**src/rtl/axi4_lite_master.sv**
```systemverilog
// axi4_lite_master: single-outstanding command/response to AXI4-Lite initiator.
// Optional watchdog enabled by defining AXI_MASTER_TIMEOUT_EN.
module axi4_lite_master #(
    parameter int ADDR_W         = 32,
    parameter int DATA_W         = 32,
    parameter int TIMEOUT_CYCLES = 256
) (
    input  logic                ACLK,
    input  logic                ARESET,
    input  logic                cmd_valid,
    output logic                cmd_ready,
    input  logic                cmd_write,
    input  logic [ADDR_W-1:0]   cmd_addr,
    input  logic [DATA_W-1:0]   cmd_wdata,
    input  logic [DATA_W/8-1:0] cmd_wstrb,
    output logic                rsp_valid,
    input  logic                rsp_ready,
    output logic [DATA_W-1:0]   rsp_rdata,
    output logic [1:0]          rsp_resp,
    output logic                rsp_timeout,
    output logic [ADDR_W-1:0]   AWADDR,
    output logic                AWVALID,
    input  logic                AWREADY,
    output logic [DATA_W-1:0]   WDATA,
    output logic [DATA_W/8-1:0] WSTRB,
    output logic                WVALID,
    input  logic                WREADY,
    input  logic [1:0]          BRESP,
    input  logic                BVALID,
    output logic                BREADY,
    output logic [ADDR_W-1:0]   ARADDR,
    output logic                ARVALID,
    input  logic                ARREADY,
    input  logic [DATA_W-1:0]   RDATA,
    input  logic [1:0]          RRESP,
    input  logic                RVALID,
    output logic                RREADY
);

    typedef enum logic [2:0] {
        IDLE,
        WRITE,
        WAIT_B,
        READ_AR,
        WAIT_R,
        RESP
    } state_t;

    state_t state_q;
    state_t state_d;

    logic accept;
    logic aw_hs;
    logic w_hs;
    logic b_hs;
    logic ar_hs;
    logic r_hs;
    logic aw_left;
    logic w_left;
    logic b_got_q;
    logic tmo;

    assign accept  = cmd_valid && cmd_ready;
    assign aw_hs   = AWVALID && AWREADY;
    assign w_hs    = WVALID && WREADY;
    assign b_hs    = BVALID && BREADY;
    assign ar_hs   = ARVALID && ARREADY;
    assign r_hs    = RVALID && RREADY;
    assign aw_left = AWVALID && !AWREADY;
    assign w_left  = WVALID && !WREADY;

`ifdef AXI_MASTER_TIMEOUT_EN
    localparam int CNT_W = $clog2(TIMEOUT_CYCLES + 1);

    logic             busy;
    logic [CNT_W-1:0] tmo_cnt;

    assign busy = (state_q == WRITE) || (state_q == WAIT_B) ||
                  (state_q == READ_AR) || (state_q == WAIT_R);

    // Watchdog: restart on each accepted command, count while busy
    always_ff @(posedge ACLK) begin
        if (ARESET) begin
            tmo_cnt <= '0;
        end else if (accept) begin
            tmo_cnt <= '0;
        end else if (busy) begin
            tmo_cnt <= tmo_cnt + 1'b1;
        end
    end

    assign tmo = busy &&
                 (tmo_cnt == CNT_W'(TIMEOUT_CYCLES - 1));
`else
    logic unused_timeout_cfg;
    assign unused_timeout_cfg = ^TIMEOUT_CYCLES;
    assign tmo = 1'b0;
`endif

    // Next-state: one transaction at a time, B may beat AW/W
    always_comb begin
        state_d = state_q;
        unique case (state_q)
            IDLE: begin
                if (accept) begin
                    state_d = cmd_write ? WRITE : READ_AR;
                end
            end
            WRITE: begin
                if (!aw_left && !w_left) begin
                    state_d = (b_got_q || b_hs) ? RESP : WAIT_B;
                end
            end
            WAIT_B: begin
                if (b_hs) begin
                    state_d = RESP;
                end
            end
            READ_AR: begin
                if (ar_hs) begin
                    state_d = WAIT_R;
                end
            end
            WAIT_R: begin
                if (r_hs) begin
                    state_d = RESP;
                end
            end
            RESP: begin
                if (rsp_ready) begin
                    state_d = IDLE;
                end
            end
            default: state_d = IDLE;
        endcase
        if (tmo) begin
            state_d = RESP;
        end
    end

    // State register and registered command-side flags
    always_ff @(posedge ACLK) begin
        if (ARESET) begin
            state_q   <= IDLE;
            cmd_ready <= 1'b0;
            rsp_valid <= 1'b0;
        end else begin
            state_q   <= state_d;
            cmd_ready <= (state_d == IDLE);
            rsp_valid <= (state_d == RESP);
        end
    end

    // AXI channel outputs: raise on accept, drop on own handshake
    always_ff @(posedge ACLK) begin
        if (ARESET) begin
            AWADDR  <= '0;
            WDATA   <= '0;
            WSTRB   <= '0;
            ARADDR  <= '0;
            AWVALID <= 1'b0;
            WVALID  <= 1'b0;
            BREADY  <= 1'b0;
            ARVALID <= 1'b0;
            RREADY  <= 1'b0;
        end else begin
            if (accept && cmd_write) begin
                AWADDR  <= cmd_addr;
                WDATA   <= cmd_wdata;
                WSTRB   <= cmd_wstrb;
                AWVALID <= 1'b1;
                WVALID  <= 1'b1;
                BREADY  <= 1'b1;
            end
            if (accept && !cmd_write) begin
                ARADDR  <= cmd_addr;
                ARVALID <= 1'b1;
            end
            if (aw_hs) begin
                AWVALID <= 1'b0;
            end
            if (w_hs) begin
                WVALID <= 1'b0;
            end
            if (b_hs) begin
                BREADY <= 1'b0;
            end
            if (ar_hs) begin
                ARVALID <= 1'b0;
                RREADY  <= 1'b1;
            end
            if (r_hs) begin
                RREADY <= 1'b0;
            end
            if (tmo) begin
                AWVALID <= 1'b0;
                WVALID  <= 1'b0;
                BREADY  <= 1'b0;
                ARVALID <= 1'b0;
                RREADY  <= 1'b0;
            end
        end
    end

    // Response capture from B/R, or synthetic error on watchdog
    always_ff @(posedge ACLK) begin
        if (ARESET) begin
            rsp_rdata   <= '0;
            rsp_resp    <= '0;
            rsp_timeout <= 1'b0;
            b_got_q     <= 1'b0;
        end else begin
            if (accept) begin
                rsp_timeout <= 1'b0;
                b_got_q     <= 1'b0;
            end
            if (b_hs) begin
                b_got_q   <= 1'b1;
                rsp_resp  <= BRESP;
                rsp_rdata <= '0;
            end
            if (r_hs) begin
                rsp_resp  <= RRESP;
                rsp_rdata <= RDATA;
            end
            if (tmo) begin
                rsp_resp    <= 2'b11;
                rsp_rdata   <= '0;
                rsp_timeout <= 1'b1;
            end
        end
    end

endmodule

```
**config.mk**
```make
export PLATFORM = sky130hd
export DESIGN_NAME = axi4_lite_master
export DESIGN_NICKNAME = d
export VERILOG_FILES = /design/src/rtl/axi4_lite_master.sv
export SDC_FILE = /design/constraint.sdc
export NUM_CORES = 1
export LEC_CHECK = 0
export ABC_AREA = 1
export CAP_MARGIN = 15
export CORE_AREA = 5 5 116 118
export CTS_CLUSTER_DIAMETER = 30
export CTS_CLUSTER_SIZE = 30
export DETAILED_ROUTE_END_ITERATION = 10
export DIE_AREA = 0 0 121 123
export HOLD_SLACK_MARGIN = 0.06
export PLACE_DENSITY = 0.85
export SYNTH_ARGS = -nofsm -noshare
export SYNTH_HDL_FRONTEND = slang
export SYNTH_SLANG_ARGS = --single-unit
```
**constraint.sdc**
```tcl
create_clock -name ACLK -period 3.5 [get_ports ACLK]
set_clock_uncertainty 0.2 [all_clocks]
set_input_delay 0.35 -clock ACLK [delete_from_list [all_inputs] [get_ports ACLK]]
set_output_delay 0.35 -clock ACLK [all_outputs]
set_load 0.1 [all_outputs]
```
==> impl_metrics.sql <==
INSERT INTO impl_metrics (metric_group, metric, value, unit) VALUES
('global_routing', 'number_of_antenna_violations_at_the_first_check_in_global_routing', '0', ''),
('yosys', 'synth.top_cell.area_share', '54.7', '%'),
('yosys', 'yosys.area.top_type', 'dfxtp_1', ''),
('placed_design', 'post_detail_place_hpwl', '11700', 'um'),
('yosys', 'avgSynthCellArea', '7.79', 'um^2'),
('yosys', 'synth_commonest_cells', '152 x nand2_1, 145 x dfxtp_1, 104 x a21oi_1', ''),
('global_routing', 'globalRouteTotalUtil', '22.3', '%'),
('clocking', 'cts-buffers-inserted', '17', ''),
('outcome', 'outcome', 'finished, final reports clean', ''),
('routing', 'routed_wire_length_per_instance', '15.7', 'um'),
('yosys', 'asyncSetResetFlopFracSynth', '0', '%'),
('worst_hold_path', 'hold_path.startpoint', 'rsp_rdata[1]$_SDFFE_PP0P_', ''),
('power', 'power_leakage', '0.00307', 'uW'),
('die', 'std_cell_rows', '41', ''),
('placed_design', 'gpl.final_weighted_congestion', '0.821', ''),
('clocking', 'clkSlewWorstSetupHoldPaths', '0.05', 'ns'),
('timing', 'report.final.slew_viol_count', '0', ''),
('yosys', 'synth-warning-count', '0', ''),
('routing', 'routed-via-count', '5405', ''),
('layout', 'fraction_of_layout_cells_with_a_size_suffix_above_1', '5.53', '%'),
('timing', 'rsz0062_at_grt', 'no', ''),
('critical_path', 'crit_path_top_delay_cell', 'clkdlybuf4s50_1', ''),
('timing', 'final_count_of_negative_setup_slack_endpoints', '0', ''),
('clocking', 'cts-htree-levels', '4', ''),
('layout', 'area_of_the_multi_input_gates', '2080', 'um^2'),
('yosys', 'synthesis.instances', '681', ''),
('yosys', 'synth.yosys.seq_area_share', '54.7', '%'),
('clocking', 'cts_num_sinks', '145', ''),
('global_routing', 'grt_pass1_vias', '5191', ''),
('timing', 'tightestPinTransition', '1.04', 'ns'),
('die', 'die_height', '123', 'um'),
('yosys', 'syn-cell-area', '5300', 'um^2'),
('job', 'max_cap_viol_count', '0', ''),
('global_routing', 'largest_net_degree_at_the_start_of_global_routing', '70', ''),
('die', 'coreArea', '12400', 'um^2'),
('clocking', 'post_cts.resized_instances', '0', ''),
('critical_path', 'cp_top_family', 'buffers and inverters', ''),
('critical_path', 'r2r-end', 'cmd_ready$_SDFF_PP0_', ''),
('layout', 'areaGrowthSynthToFinish', '58.4', '%'),
('yosys', 'yosysMostFrequentCell', 'nand2_1', ''),
('critical_path', 'worst-path-max-fanout', '3', ''),
('layout', 'design.final.nets', '1024', ''),
('yosys', 'post_synth_edffs', '0', ''),
('global_routing', 'grt_first_pass_wirelength', '26200', 'um'),
('critical_path', 'r2r_setup_slack', '1.58', 'ns'),
('yosys', 'ys_types', '24', ''),
('critical_path', 'timing.setup.critical_path_class', 'register to output pin', ''),
('routing', 'detail_route.wirelength', '17200', 'um'),
('clocking', 'cts_tree', 'yes', ''),
('yosys', 'cell_types_occupying_the_most_area_after_synthesis', 'dfxtp_1 55%, nand2_1 11%, a21oi_1 9.8%', ''),
('critical_path', 'timing.critical_path.cells', 'clkdlybuf4s50_1', ''),
('timing', 'worst_hold_slack', '0.258', 'ns'),
('yosys', 'postSynthRegisterBits', '145', ''),
('power', 'max_ir_drop_vdd', '0.443', 'mV'),
('die', 'dieWidth', '121', 'um'),
('critical_path', 'cp_num_buf_inv', '1', ''),
('clocking', 'postCtsHoldBufs', '0', ''),
('critical_path', 'worst_r2r_startpoint', 'cmd_ready$_SDFF_PP0_', ''),
('timing', 'fmaxAchievable', '395', 'MHz'),
('routing', 'drt.antenna.violating_nets', '0', ''),
('timing', 'slew_headroom', '30.5', '%'),
('power', 'cellPowerDensity', '575', 'nW/um^2'),
('critical_path', 'critical_path_required', '2.95', 'ns'),
('routing', 'route.detailed.drc', '0', ''),
('die', 'io_pins', '256', ''),
('critical_path', 'rr_worst_depth', '8', ''),
('timing', 'finalHoldViolations', '0', ''),
('routing', 'detail_route.first_pass.iterations', '5', ''),
('critical_path', 'cp_data_arrival_time', '1.98', 'ns'),
('clocking', 'clock_latency', '0.41', 'ns'),
('layout', 'diodes', '0', '');
[area by class of cell]
class	instances	area share [%]
multi-input combinational	470	24.8
timing repair buffer	260	30.9
sequential	145	34.5
clock buffer	22	5.76
clock inverter	10	0.715
tap	172	2.56
inverter	16	0.745
[worst min-delay path, stage by stage (launching register included)]
cell and delay, ns:
dfxtp_1 0.30, nand2_1 0.06, a21oi_1 0.05
[through the flow]
stage                     worst slack, ns  utilization [%]  total power [uW]  area, um^2  instances
final                               0.965             68.0              4830        8400       1095
after global routing                0.948             68.0              5000        8400       1095
after CTS                           0.958             68.0              4860        8400       1095
after detailed placement             1.10             63.6              3210        7860       1063
after global placement               1.13             63.6              3200        7860       1063
after floorplan                      1.46                -              2820        5300        681
[flip-flops by register name, indices dropped and copies added (netlist names), 2 cells and up]
signal,count
ARADDR,32
AWADDR,32
WDATA,32
WSTRB,4
rsp_rdata,32
rsp_resp,2
state_q,3
[kinds of logic after synthesis]
group / after synthesis / share of synthesized area, %
other: 1 / 0.0707
AND/OR/NAND/NOR: 321 / 25.0
buffers and inverters: 66 / 5.97
AO/OA/AOI/OAI: 148 / 14.2
flip-flops: 145 / 54.7
[cell usage in the layout (no fill, tap or decap), types with 5 or more instances in the layout]
master | netlist | routed
dfxtp_1 | 145 | 145
clkbuf_16 | 0 | 17
buf_4 | 7 | 6
inv_2 | 5 | 5
clkdlybuf4s50_1 | 0 | 252
clkinv_2 | 0 | 6
nand3_1 | 73 | 73
o21ai_0 | 38 | 38
nor2_1 | 89 | 89
a21oi_1 | 104 | 104
nand2_1 | 152 | 152
inv_1 | 10 | 10
[per-layer routing]
layer  track usage (%)  up-vias  part of all wire [%]
met1              26.3     2477                    41
li1                  -     2691                     -
met4              7.65        0                   1.8
met3              9.38       23                   9.8
met2              36.9      214                    47
met5                 0        -                     0
[worst max-delay path by stage]
| stage | startpoint | end | slack [ns] | cells past startpoint |
|---|---|---|---|---|
| 2_1_floorplan | cmd_ready$_SDFF_PP0_ | AWVALID$_SDFFE_PP0P_ | 1.46 | 6 |
| 3_3_place_gp | cmd_valid | cmd_ready$_SDFF_PP0_ | 1.13 | 9 |
| 3_5_place_dp | cmd_valid | cmd_ready$_SDFF_PP0_ | 1.10 | 9 |
| 4_1_cts | RREADY$_SDFFE_PP0P_ | RREADY | 0.96 | 1 |
| 5_1_grt | RREADY$_SDFFE_PP0P_ | RREADY | 0.95 | 1 |
| 6_report | RREADY$_SDFFE_PP0P_ | RREADY | 0.97 | 1 |
[where the power goes]
group	internal [uW]	total (uW)	switching, uW	leakage, uW
clock	972	1650	675	0.000263
combinational	355	1370	1010	0.00163
sequential	1750	1810	58.9	0.00118
total	3080	4830	1750	0.00307
No activity file was read; power rests on OpenSTA's default activity.
